===== src/rtl/coin_feeder.sv =====
// coin_feeder: turns a requested amount into 1/2/3-unit coin codes for the coin accumulator without ever overfilling a vend
//
// Ports:
//   Clk       in   1    clock, rising edge
//   Reset_n   in   1    synchronous active-low reset
//   Start     in   1    request pulse, accepted only in IDLE
//   Amount    in   AW   units to pay, captured with an accepted Start
//   Vend_In   in   1    accumulator vend flag, honoured only in WAITV
//   Coin_Out  out  2    coin code to the accumulator: 0 none, 1..3 units
//   Busy      out  1    high whenever the FSM is not IDLE
//   Done      out  1    one-cycle pulse when a request completes
//   Err       out  1    sticky vend-timeout flag, cleared by the next accepted Start
//   Vend_Cnt  out  CW   vends observed since reset, wrapping
module coin_feeder #(
  parameter int AW      = 4,
  parameter int CW      = 8,
  parameter int GAP     = 0,
  parameter int TIMEOUT = 8
) (
  input  logic          Clk,
  input  logic          Reset_n,
  input  logic          Start,
  input  logic [AW-1:0] Amount,
  input  logic          Vend_In,
  output logic [1:0]    Coin_Out,
  output logic          Busy,
  output logic          Done,
  output logic          Err,
  output logic [CW-1:0] Vend_Cnt
);
  localparam logic [2:0] IDLE  = 3'd0;
  localparam logic [2:0] FEED  = 3'd1;
  localparam logic [2:0] GAPW  = 3'd2;
  localparam logic [2:0] WAITV = 3'd3;
  localparam logic [2:0] DONE  = 3'd4;
  localparam int TW = $clog2(TIMEOUT);
  logic [2:0]    state;
  logic [AW-1:0] rem;
  logic [2:0]    credit;
  logic [3:0]    gap_cnt;
  logic [TW-1:0] to_cnt;
  logic [2:0]    room;
  logic [1:0]    cap;
  logic [1:0]    c;
  logic          full;
  // c = min(rem, room left before a vend, 3): the coin never pushes credit past 4
  always_comb begin
    room     = 3'd4 - credit;
    cap      = room < 3'd3 ? room[1:0] : 2'd3;
    c        = rem < AW'(cap) ? rem[1:0] : cap;
    full     = (credit + {1'b0, c}) == 3'd4;
    Coin_Out = state == FEED ? c : 2'b00;
    Busy     = state != IDLE;
    Done     = state == DONE;
  end
  always_ff @(posedge Clk) begin
    if (!Reset_n) begin
      state    <= IDLE;
      rem      <= '0;
      credit   <= '0;
      gap_cnt  <= '0;
      to_cnt   <= '0;
      Err      <= 1'b0;
      Vend_Cnt <= '0;
    end else begin
      case (state)
        IDLE: if (Start) begin
          rem   <= Amount;
          Err   <= 1'b0;
          state <= Amount == '0 ? DONE : FEED;
        end
        FEED: begin
          rem     <= rem - AW'(c);
          credit  <= credit + {1'b0, c};
          gap_cnt <= '0;
          to_cnt  <= '0;
          // a completed vend takes priority: wait for it before finishing or pausing
          state   <= full ? WAITV : rem == AW'(c) ? DONE : GAP > 0 ? GAPW : FEED;
        end
        GAPW: begin
          gap_cnt <= gap_cnt + 4'd1;
          if (gap_cnt == 4'(GAP - 1)) state <= FEED;
        end
        WAITV: if (Vend_In) begin
          credit   <= '0;
          Vend_Cnt <= Vend_Cnt + 1'b1;
          state    <= rem == '0 ? DONE : FEED;
        end else if (to_cnt == TW'(TIMEOUT - 1)) begin
          // the accumulator never vended; assume it dropped its credit and abandon the request
          Err    <= 1'b1;
          credit <= '0;
          state  <= IDLE;
        end else begin
          to_cnt <= to_cnt + 1'b1;
        end
        DONE: state <= IDLE;
        default: state <= IDLE;
      endcase
    end
  end
endmodule

===== config.mk =====
export PLATFORM = sky130hd
export DESIGN_NAME = coin_feeder
export DESIGN_NICKNAME = d
export VERILOG_FILES = /design/src/rtl/coin_feeder.sv
export SDC_FILE = /design/constraint.sdc
export NUM_CORES = 1
export LEC_CHECK = 0
export ABC_AREA = 1
export CELL_PAD_IN_SITES_DETAIL_PLACEMENT = 1
export CELL_PAD_IN_SITES_GLOBAL_PLACEMENT = 1
export CORE_ASPECT_RATIO = 0.7
export CORE_MARGIN = 10
export CORE_UTILIZATION = 34
export DETAILED_ROUTE_END_ITERATION = 10
export HOLD_SLACK_MARGIN = 0.15
export PLACE_DENSITY_LB_ADDON = 0.1
export SLEW_MARGIN = 5
export SYNTH_ARGS = -nofsm -noshare
export SYNTH_HDL_FRONTEND = slang
export SYNTH_SLANG_ARGS = --single-unit

===== constraint.sdc =====
create_clock -name Clk -period 2.8 [get_ports Clk]
set_input_delay 0.42 -clock Clk [delete_from_list [all_inputs] [get_ports Clk]]
set_output_delay 0.42 -clock Clk [all_outputs]
set_load 0.1 [all_outputs]

==> run_results.csv, run 1 <==
group,metric,value,unit
status,run_status,"completed",
final_layout,final_net_count,285,
clock_tree,worst_setup_hold_path_clk_slew,0.10,ns
synth,synth_area_per_cell,6.65,um^2
timing,tightestPinTransition,0.377,ns
min_path,hold_path.startpoint,"gap_cnt[3]",
floorplanning,design.core.area,4350,um^2
route,routed_wl,4.56,mm
pwr,power_density,1080,nW/um^2
clock_tree,cts-root-buf,"sky130_fd_sc_hd__clkbuf_8",
synth,share_of_the_synthesized_area_in_the_top_cell_type,0.337,
clock_tree,clock_insertion_delay_worst_skew,0.28,ns
setup_path,timing.rr.end,"state[2]",
route,drt-initial-drc-count,66,
setup_path,worst_setup_path_start_kind,"register",
synth,synth-edff-count,0,
setup_path,ff2ff_setup_slack,0.1,ns
clock_tree,cts_tree,"built",
timing,finalSetupTns,0,ns
synth,post_synth_inst_count,232,
timing,achievable-frequency,370,MHz
floorplanning,die_area,7670,um^2
final_layout,multi_input_comb_area,970,um^2
grt,globalRoute.totalOverflow,0,
placement,placed_area,1860,um^2
synth,top_post_synthesis_cells_by_count,"sky130_fd_sc_hd__nand2_1, sky130_fd_sc_hd__nor2_1, sky130_fd_sc_hd__dfxtp_1, sky130_fd_sc_hd__inv_1, sky130_fd_sc_hd__a21oi_1",
setup_path,r2r_start,"credit[1]",
final_layout,final_layout_size_suffix_gt1_frac,0.242,
grt,grt_antenna_before_repair,0,
clock_tree,cts_num_sinks,26,
route,route.detailed.drc,0,
synth,synth_area,1540,um^2
floorplanning,design.portCount,21,
timing,hold_ws,0.475,ns
timing,unrepaired_setup_endpoints_after_global_routing,"yes",
route,route.vias.total,1569,
setup_path,arrival,2.89,ns
setup_path,data_required_time_of_the_critical_path,2.99,ns
clock_tree,tritoncts.num_buffers,3,
pwr,power_leakage,0.882,nW
final_layout,antenna-diode-count,0,
final_layout,sequential_cell_area,523,um^2
synth,synthDominantAreaCellType,"sky130_fd_sc_hd__dfxtp_1",
final_layout,postLayoutCellArea,2010,um^2
placement,gp_congestion,0.811,
timing,relative_max_transition_margin,0.748,
placement,detailedPlacementHpwl,3.60,mm
job,drv.max_cap_violation_count,0,
setup_path,cp_max_fo,3,
pwr,vdd_ir_drop_max,0.000535,V
clock_tree,clock_tree.buffer_depth,2,
synth,ys_warn_count,0,
final_layout,filler_cell_count,571,
route,detailedRoute.firstPassIterationCount,4,
final_layout,area_growth_syn_to_layout,30.2,%
synth,synth_async_sr_flop_share,0,
grt,grt_use_total,0.115,
timing,worst_clock_skew,0.00897,ns
synth,yosys-top-cells-area,"sky130_fd_sc_hd__dfxtp_1, sky130_fd_sc_hd__nand2_1, sky130_fd_sc_hd__ha_1",
synth,syn-num-nets,251,
final_layout,finalCoreUtilization,0.461,
synth,ys_ff_latch,26,
synth,synth-seq-area-share,0.337,
grt,vias_in_the_first_global_route,1454,
synth,most_frequent_cell_after_synthesis,"sky130_fd_sc_hd__nand2_1",
placement,place.port_buffers,20,
synth,netlist-cell-type-count,23,
setup_path,worst-r2r-cell-count,20,
min_path,min_path_type,"reg2reg",
floorplanning,initial_core_util,0.354,
route,avgViaCountPerCell,4.90,
route,antenna_violating_nets_post_route,0,
timing,final_hold_viol_count,0,
min_path,hold-path-endpoint,"gap_cnt[3]",
grt,grt_max_degree,15,
setup_path,worstSetupPathType,"reg2reg",
timing,timing.final.crit_period,2.70,ns
timing,report.final.slew_viol_count,0,
synth,synthFlopType,"sky130_fd_sc_hd__dfxtp_1",
min_path,whs_path_depth,2,
timing,finalSetupViolCount,0,
floorplanning,die_h,76.4,um
floorplanning,chipWidth,101,um
route,route.detailed.wl_per_inst,14.2,um
setup_path,end_kind,"register",
timing,post-route-period-util,0.965,
floorplanning,floorplan.rows,20,
clock_tree,htree_levels,1,
grt,grt_first_pass_wirelength,7.33,mm
[cell usage in the layout (no fill, tap or decap), types with 2 or more instances in the layout]
master | Yosys | routed
sky130_fd_sc_hd__o21ai_1 | 0 | 2
sky130_fd_sc_hd__clkinv_1 | 2 | 2
sky130_fd_sc_hd__dfxtp_2 | 0 | 2
sky130_fd_sc_hd__ha_4 | 0 | 2
sky130_fd_sc_hd__nand3_1 | 15 | 12
sky130_fd_sc_hd__nor2_2 | 3 | 7
sky130_fd_sc_hd__nor2_4 | 3 | 3
sky130_fd_sc_hd__o21ai_0 | 12 | 10
sky130_fd_sc_hd__clkdlybuf4s50_1 | 0 | 7
sky130_fd_sc_hd__nand2_1 | 63 | 57
sky130_fd_sc_hd__inv_2 | 3 | 7
sky130_fd_sc_hd__buf_4 | 0 | 22
sky130_fd_sc_hd__nand4_1 | 3 | 3
sky130_fd_sc_hd__nor2_1 | 27 | 23
sky130_fd_sc_hd__buf_12 | 0 | 2
sky130_fd_sc_hd__ha_1 | 9 | 7
sky130_fd_sc_hd__nand3_2 | 0 | 3
sky130_fd_sc_hd__dfxtp_1 | 26 | 24
sky130_fd_sc_hd__a31oi_1 | 3 | 3
sky130_fd_sc_hd__nor3_1 | 5 | 4
sky130_fd_sc_hd__clkbuf_8 | 0 | 4
sky130_fd_sc_hd__nand2_2 | 3 | 9
sky130_fd_sc_hd__inv_1 | 26 | 22
sky130_fd_sc_hd__a21oi_1 | 21 | 21
[how the worst max path moves through the flow]
| stage | from | endpoint | slack (ns) | cells past startpoint |
|---|---|---|---|---|
| after global routing | credit[0] | state[2] | -0.12 | 20 |
| after floorplan | credit[1] | state[2] | 0.14 | 20 |
| after CTS | credit[0] | state[2] | 0.02 | 20 |
| after global placement | credit[0] | state[2] | 0.08 | 19 |
| final | credit[1] | state[2] | 0.1 | 20 |
| after detailed placement | credit[0] | state[2] | -0.09 | 19 |
[flip-flops by register name, indices dropped and copies added, names as in the netlist]
| signal | count |
|---|---|
| to_cnt | 3 |
| credit | 3 |
| Vend_Cnt | 8 |
| rem | 4 |
| gap_cnt | 4 |
| Err | 1 |
| state | 3 |
[power breakdown]
group / internal [mW] / switching, mW / total [mW]
clock: 0.126 / 0.132 / 0.258
sequential: 0.421 / 0.0430 / 0.464
combinational: 0.573 / 0.871 / 1.44
[cell type report]
cell class / count / share of cell area
multi-input combinational: 173 / 0.483
inverter: 31 / 0.0579
clock buffer: 4 / 0.0274
timing repair buffer: 31 / 0.137
sequential: 26 / 0.260
tap: 55 / 0.0343
[metrics by stage]
stage	std cells	worst slack (ns)	power, mW
6_report	320	0.0967	2.17
5_1_grt	320	-0.124	2.36
3_3_place_gp	312	0.0829	1.65
4_1_cts	316	0.0215	1.98
3_5_place_dp	312	-0.0888	1.66
2_1_floorplan	232	0.143	1.28
[cell families (layout without fill, tap and decap cells)]
group,after synthesis,in the layout,synth area share
AOI/OAI and AO/OA,37,37,0.124
and+or+nand+nor,125,125,0.358
DFF,26,26,0.337
adders and majority gates,11,11,0.0989
buffers and inverters,33,66,0.0811
[repair_timing]
action / 4_1_cts / 5_1_grt
buffers inserted: 0 / 4
hold buffers: 0 / 0
setup endpoints to repair: 2 / 3
resized for setup: 8 / 16
pin swaps: 5 / 13
[layer usage]
layer | vias up | routed length [um] | GRT usage
met5 | - | 0 | 0
met4 | 0 | 25 | 0.0169
met3 | 5 | 174 | 0.0317
met2 | 24 | 1800 | 0.147
met1 | 725 | 2550 | 0.181
li1 | 815 | - | -
[critical path, cell delays in order (launching register included)]
cell                      delay, ns
sky130_fd_sc_hd__dfxtp_2       0.34
sky130_fd_sc_hd__inv_2         0.06
sky130_fd_sc_hd__ha_4          0.14
sky130_fd_sc_hd__inv_2         0.03
sky130_fd_sc_hd__nand2_2       0.06
sky130_fd_sc_hd__nand2_2       0.05
sky130_fd_sc_hd__nor2_2        0.13
sky130_fd_sc_hd__ha_1          0.25
sky130_fd_sc_hd__nand2_2       0.10
sky130_fd_sc_hd__nand3_2       0.09
sky130_fd_sc_hd__nand2_2       0.09
sky130_fd_sc_hd__nand2_2       0.06
sky130_fd_sc_hd__inv_2         0.07
sky130_fd_sc_hd__ha_4          0.13
sky130_fd_sc_hd__fa_2          0.44
sky130_fd_sc_hd__nor2_2        0.13
sky130_fd_sc_hd__nand3_2       0.10
sky130_fd_sc_hd__nand3_2       0.07
sky130_fd_sc_hd__o21ai_1       0.06
sky130_fd_sc_hd__o21ai_1       0.16
sky130_fd_sc_hd__nor2_1        0.06
No activity file was read; power rests on OpenSTA's default activity.
==> inputs of run 2 (changes only) <==
Settings changed: CELL_PAD_IN_SITES_DETAIL_PLACEMENT 1 to not set, CELL_PAD_IN_SITES_GLOBAL_PLACEMENT 1 to not set, CORE_UTILIZATION 34 to 49, CTS_CLUSTER_DIAMETER set to 80, PLACE_DENSITY set to 0.75, PLACE_DENSITY_LB_ADDON 0.1 to not set.
==> run_results.csv, run 2 (same netlist as run 1, synthesis figures left out) <==
group,metric,value,unit
clock_tree,htree_levels,1,
floorplanning,chipWidth,87.1,um
placement,dp_worst_setup_slack,-0.0928,ns
setup_path,ff2ff_setup_slack,0.08,ns
timing,finalSetupTns,0,ns
route,drt-initial-drc-count,98,
route,met3WireLength,218,um
final_layout,largestRegisters,"Vend_Cnt (8), gap_cnt (4), rem (4)",
route,avgViaCountPerCell,5.05,
placement,detailedPlacementHpwl,2.72,mm
final_layout,sequential_cell_area,523,um^2
grt,grt_max_degree,18,
route,route.vias.total,1491,
timing,post-route-period-util,0.972,
clock_tree,cts_num_sinks,26,
setup_path,worst_setup_path_start_kind,"register",
timing,timing.final.crit_period,2.72,ns
clock_tree,cts_tree,"built",
min_path,min_path_type,"reg2reg",
route,route.detailed.wl_per_inst,12.2,um
final_layout,antenna-diode-count,0,
floorplanning,design.core.area,2900,um^2
placement,gp_congestion,0.857,
setup_path,arrival,2.88,ns
route,route.detailed.drc,0,
timing,report.final.slew_viol_count,0,
final_layout,filler_cell_count,268,
route,wirelength_met1,1.89,mm
final_layout,mostFrequentLayoutCell,"sky130_fd_sc_hd__nand2_1",
setup_path,critical-path-slowest-cell,"sky130_fd_sc_hd__fa_2",
grt,grt_use_total,0.122,
setup_path,timing.critical_path.cells,"inv_2 -> ha_4 -> inv_2 -> nand2_2 -> nand2_1 -> nor2_2 -> ha_1 -> nand2_2 -> nand4_1 -> nand2_2 -> inv_2 -> ha_4 -> fa_2 -> nor2_2 -> nand3_2 -> buf_6 -> nor2_2 -> nor3_2 -> nor2_1",
setup_path,r2r_start,"credit[0]",
timing,fin_ws,0.0787,ns
route,routed-wl-met2,1.44,mm
timing,tightestPinTransition,0.505,ns
clock_tree,clock_insertion_delay_worst_skew,0.27,ns
setup_path,worst-path-buf-inv,4,
pwr,power_leakage,0.854,nW
floorplanning,design.portCount,21,
setup_path,worst-r2r-cell-count,19,
timing,finalSetupViolCount,0,
route,routed_wl,3.60,mm
timing,unrepaired_setup_endpoints_after_global_routing,"yes",
grt,grt_first_pass_wirelength,5.79,mm
floorplanning,die_h,66.9,um
final_layout,largest_register_ffs,8,
timing,achievable-frequency,367,MHz
pwr,power.total,2.01,mW
min_path,hold-path-endpoint,"gap_cnt[3]",
min_path,hold_path.startpoint,"gap_cnt[3]",
final_layout,final_layout_size_suffix_gt1_frac,0.232,
timing,relative_max_transition_margin,0.661,
min_path,whs_path_depth,2,
setup_path,timing.rr.end,"state[1]",
timing,final_hold_viol_count,0,
route,detailedRoute.firstPassIterationCount,4,
grt,globalRoute.totalOverflow,0,
clock_tree,worst_setup_hold_path_clk_slew,0.08,ns
setup_path,end_kind,"register",
setup_path,cp_top_family,"adder cells",
floorplanning,initial_core_util,0.531,
timing,worst_clock_skew,0.00220,ns
final_layout,layout.cells.most_common_list,"sky130_fd_sc_hd__nand2_1, sky130_fd_sc_hd__dfxtp_1, sky130_fd_sc_hd__inv_1, sky130_fd_sc_hd__nor2_1, sky130_fd_sc_hd__a21oi_1",
floorplanning,floorplan.rows,16,
clock_tree,clock_tree.buffer_depth,2,
clock_tree,tritoncts.num_buffers,3,
grt,grt_antenna_before_repair,0,
job,drv.max_cap_violation_count,0,
route,antenna_violating_nets_post_route,0,
grt,vias_in_the_first_global_route,1241,
placement,place.port_buffers,20,
pwr,vdd_ir_drop_max,0.000596,V
setup_path,cp_max_fo,3,
floorplanning,die_area,5830,um^2
clock_tree,cts-root-buf,"sky130_fd_sc_hd__clkbuf_8",
final_layout,area_growth_syn_to_layout,26.0,%
setup_path,data_required_time_of_the_critical_path,2.95,ns
final_layout,multi_input_comb_area,977,um^2
final_layout,regMostFlops,"Vend_Cnt",
setup_path,max_stage_delay,0.57,ns
pwr,power_density,1040,nW/um^2
route,top_signal_layer_used,"met4",
final_layout,final_net_count,280,
setup_path,worstSetupPathType,"reg2reg",
status,run_status,"completed",
run 2: stage by stage:
step	cell area (um^2)	util	hold slack (ns)	std cells
after global placement	1800	0.619	0.447	288
after CTS	1860	0.641	0.462	293
after floorplan	1550	-	0.428	232
final	1940	0.670	0.457	295
after global routing	1940	0.670	0.480	295
after detailed placement	1800	0.619	0.450	288
run 2: power by group:
group          internal (mW)  switching (mW)  total, mW
clock network         0.0965           0.111      0.207
logic                  0.523           0.816       1.34
registers              0.421          0.0473      0.468
total                   1.04           0.974       2.01
run 2: per-layer routing:
layer	track usage	vias to the layer above
met5	0	-
met4	0.0423	0
met3	0.0352	5
met2	0.155	36
met1	0.183	645
li1	-	805
run 2: worst max path at each step:
stage                     slack [ns]  cells after the start        to      start
after floorplan                 0.14                     20  state[2]  credit[1]
after global placement          0.04                     20  state[2]  credit[0]
after detailed placement       -0.09                     19  state[2]  credit[0]
after CTS                       0.02                     20  state[2]  credit[0]
after global routing            -0.1                     20  state[0]  credit[0]
final                           0.08                     19  state[1]  credit[0]
run 2: area by class of cell:
type	instances	area share
inverter	31	0.0598
tap	36	0.0232
multi-input combinational	173	0.503
clock buffer	3	0.0212
timing repair buffer	26	0.124
sequential	26	0.269
run 2: what timing repair did:
| item | 4_1_cts | 5_1_grt |
|---|---|---|
| cloned | 0 | 0 |
| endpoints found under the setup margin | 2 | 3 |
| hold buffers | 0 | 0 |
| pin swaps | 1 | 13 |
| setup buffers | 2 | 2 |
| resized for setup | 4 | 22 |
run 2: tightest hold or removal path: stages (launching register included):
cell and delay [ns]:
sky130_fd_sc_hd__dfxtp_1 0.31, sky130_fd_sc_hd__nand2_1 0.06, sky130_fd_sc_hd__a21oi_1 0.05
==> inputs of run 3 (changes only) <==
Settings changed: ABC_AREA 1 to not set.
==> run_results.csv, run 3 <==
group,metric,value,unit
clock_tree,cts_tree,"built",
placement,placed_area,1910,um^2
clock_tree,htree_levels,1,
setup_path,cp_max_fo,4,
pwr,power_leakage,0.845,nW
status,failing_checks,"setup timing",
placement,gp_congestion,0.841,
final_layout,mostFrequentLayoutCell,"sky130_fd_sc_hd__buf_4",
timing,worst_clock_skew,0.00771,ns
floorplanning,die_h,67.0,um
job,drv.max_cap_violation_count,0,
grt,vias_in_the_first_global_route,1407,
synth,syn-num-nets,195,
setup_path,data_required_time_of_the_critical_path,2.98,ns
pwr,power.sequential.fraction,0.196,
timing,final_hold_viol_count,0,
setup_path,r2r_start,"credit[0]",
floorplanning,design.portCount,21,
clock_tree,clock_tree.buffer_depth,2,
setup_path,worstSetupPathType,"reg2reg",
synth,synth_async_sr_flop_share,0,
timing,report.final.slew_viol_count,0,
synth,synth_area_per_cell,8.78,um^2
placement,detailedPlacementHpwl,2.90,mm
timing,post-route-period-util,1.12,
setup_path,worst-r2r-cell-count,13,
clock_tree,worst_setup_hold_path_clk_slew,0.10,ns
floorplanning,initial_core_util,0.532,
timing,achievable-frequency,320,MHz
route,route.vias.total,1460,
clock_tree,tritoncts.num_buffers,3,
placement,dp_cells,238,
grt,globalRoute.totalOverflow,0,
synth,top_post_synthesis_cells_by_count,"sky130_fd_sc_hd__dfxtp_1, sky130_fd_sc_hd__nor2_1, sky130_fd_sc_hd__nand2_1",
pwr,power_frac_comb,0.678,
status,run_status,"finished, violations left",
synth,ys_ff_latch,26,
final_layout,final_net_count,232,
synth,share_of_the_synthesized_area_in_the_top_cell_type,0.337,
pwr,vdd_ir_drop_max,0.000465,V
final_layout,largest_register_ffs,8,
final_layout,regMostFlops,"Vend_Cnt",
pwr,power.internal,1.47,mW
final_layout,postLayoutCellArea,2150,um^2
final_layout,stdcell_count,248,
final_layout,antenna-diode-count,0,
route,route.detailed.wl_per_inst,17.5,um
final_layout,area_growth_syn_to_layout,38.9,%
synth,synth-edff-count,0,
setup_path,end_kind,"register",
final_layout,final_layout_size_suffix_gt1_frac,0.311,
timing,timing.final.crit_period,3.13,ns
route,drt-initial-drc-count,67,
setup_path,arrival,3.30,ns
floorplanning,die_area,5840,um^2
clock_tree,clock_insertion_delay_worst_skew,0.28,ns
min_path,hold-path-endpoint,"gap_cnt[3]",
grt,grt_first_pass_wirelength,6.98,mm
placement,place.port_buffers,20,
floorplanning,design.core.area,2900,um^2
clock_tree,cts-root-buf,"sky130_fd_sc_hd__clkbuf_8",
pwr,p_switching,1.02,mW
final_layout,largestRegisters,"Vend_Cnt (8), gap_cnt (4), rem (4)",
synth,synthDominantAreaCellType,"sky130_fd_sc_hd__dfxtp_1",
route,avgViaCountPerCell,5.89,
pwr,power.total,2.50,mW
route,route.detailed.drc,0,
route,detailedRoute.firstPassIterationCount,4,
setup_path,crit_path_start,"credit[0]",
min_path,hold_path.startpoint,"gap_cnt[3]",
grt,grt_use_total,0.147,
pwr,power_density,1160,nW/um^2
clock_tree,cts.hold.buffers_added,0,
synth,netlist-cell-type-count,48,
clock_tree,cts_num_sinks,26,
timing,finalSetupViolCount,5,
synth,yosys-top-cells-area,"sky130_fd_sc_hd__dfxtp_1, sky130_fd_sc_hd__ha_1, sky130_fd_sc_hd__and2_1",
grt,grt_max_degree,30,
timing,relative_max_transition_margin,0.412,
route,antenna_violating_nets_post_route,0,
setup_path,ff2ff_setup_slack,-0.33,ns
setup_path,worst_setup_path_start_kind,"register",
synth,synth_area,1550,um^2
grt,grt_antenna_before_repair,0,
pwr,clock_power_share,0.127,
synth,synth-seq-area-share,0.337,
timing,tightestPinTransition,0.879,ns
synth,most_frequent_cell_after_synthesis,"sky130_fd_sc_hd__dfxtp_1",
timing,hold_ws,0.460,ns
pwr,power_switching_share,0.410,
route,routed_wl,4.33,mm
final_layout,layout.cells.most_common_list,"sky130_fd_sc_hd__buf_4, sky130_fd_sc_hd__dfxtp_1, sky130_fd_sc_hd__nand2_1",
synth,post_synth_inst_count,176,
min_path,whs_path_depth,1,
setup_path,timing.rr.end,"state[2]",
timing,unrepaired_setup_endpoints_after_global_routing,"yes",
synth,synthFlopType,"sky130_fd_sc_hd__dfxtp_1",
min_path,min_path_type,"reg2reg",
timing,fin_ws,-0.326,ns
floorplanning,floorplan.rows,16,
synth,ys_warn_count,0,
floorplanning,chipWidth,87.1,um
run 3: cell count changes in the layout (fill, tap and decap cells not counted), sizes merged, moves of 8 or more:
cell,delta
a21oi,-16
and2,+8
buf,+13
inv,-20
nand2,-57
nand3,-11
nor2,-22
nor2b,+8
run 3: per-stage QoR:
stage                     setup WS [ns]  utilization  TNS [ns]
after floorplan                  -0.153            -    -0.306
after global placement          -0.0953        0.659    -0.185
after detailed placement         -0.203        0.659    -0.536
after CTS                        -0.261        0.698    -0.708
after global routing             -0.461        0.740     -1.78
final                            -0.326        0.740     -1.08
run 3: cell families (layout without fill, tap and decap cells):
family                     Yosys count  in the layout  synth area share
and+or+nand+nor                     73             73             0.283
DFF                                 26             26             0.337
buffers and inverters               16             52            0.0413
muxes                                2              2            0.0130
AOI/OAI and AO/OA                   41             41             0.188
xor gates and xnor gates             7              7            0.0397
adders and majority gates           11             11            0.0988
run 3: how the worst max path moves through the flow:
stage,to,depth (start not counted)
finish,state[2],13
global route,state[2],13
CTS,state[2],13
detailed placement,state[2],13
global placement,state[2],13
floorplan,state[2],14
run 3: timing repair:
action / in CTS / in global routing
pin swaps: 3 / 5
setup endpoints to repair: 5 / 9
resized for setup: 9 / 15
buffers inserted: 2 / 6
run 3: area by class of cell:
class	count	area, um^2
timing repair buffer	39	347
clock buffer	3	41.3
tap	36	45.0
sequential	26	523
fill	211	756
multi-input combinational	134	1130
inverter	9	33.8
clock inverter	1	30.0
run 3: worst max-delay path, cell delays in order (launching register included):
cell                       delay (ns)
sky130_fd_sc_hd__dfxtp_2         0.34
sky130_fd_sc_hd__inv_2           0.07
sky130_fd_sc_hd__ha_4            0.15
sky130_fd_sc_hd__xor2_4          0.18
sky130_fd_sc_hd__nor2_4          0.07
sky130_fd_sc_hd__ha_4            0.15
sky130_fd_sc_hd__or3_4           0.35
sky130_fd_sc_hd__nor2_2          0.09
sky130_fd_sc_hd__o32a_1          0.21
sky130_fd_sc_hd__ha_2            0.22
sky130_fd_sc_hd__fa_2            0.48
sky130_fd_sc_hd__o31a_1          0.32
sky130_fd_sc_hd__a222oi_1        0.32
sky130_fd_sc_hd__nor2_1          0.06
run 3: routing by layer:
| metal | global-route usage | part of all wire |
|---|---|---|
| met1 | 0.188 | 0.45 |
| met2 | 0.234 | 0.49 |
| met3 | 0.0377 | 0.043 |
| met4 | 0.0496 | 0.020 |
| met5 | 0 | 0 |
run 3: power by group through the flow:
stage	Clock (mW)	Combinational, mW	Sequential [mW]
floorplan	0	0.836	0.469
global placement	0	1.16	0.480
detailed placement	0	1.21	0.482
CTS	0.322	1.32	0.473
global route	0.338	1.79	0.498
finish	0.316	1.69	0.489
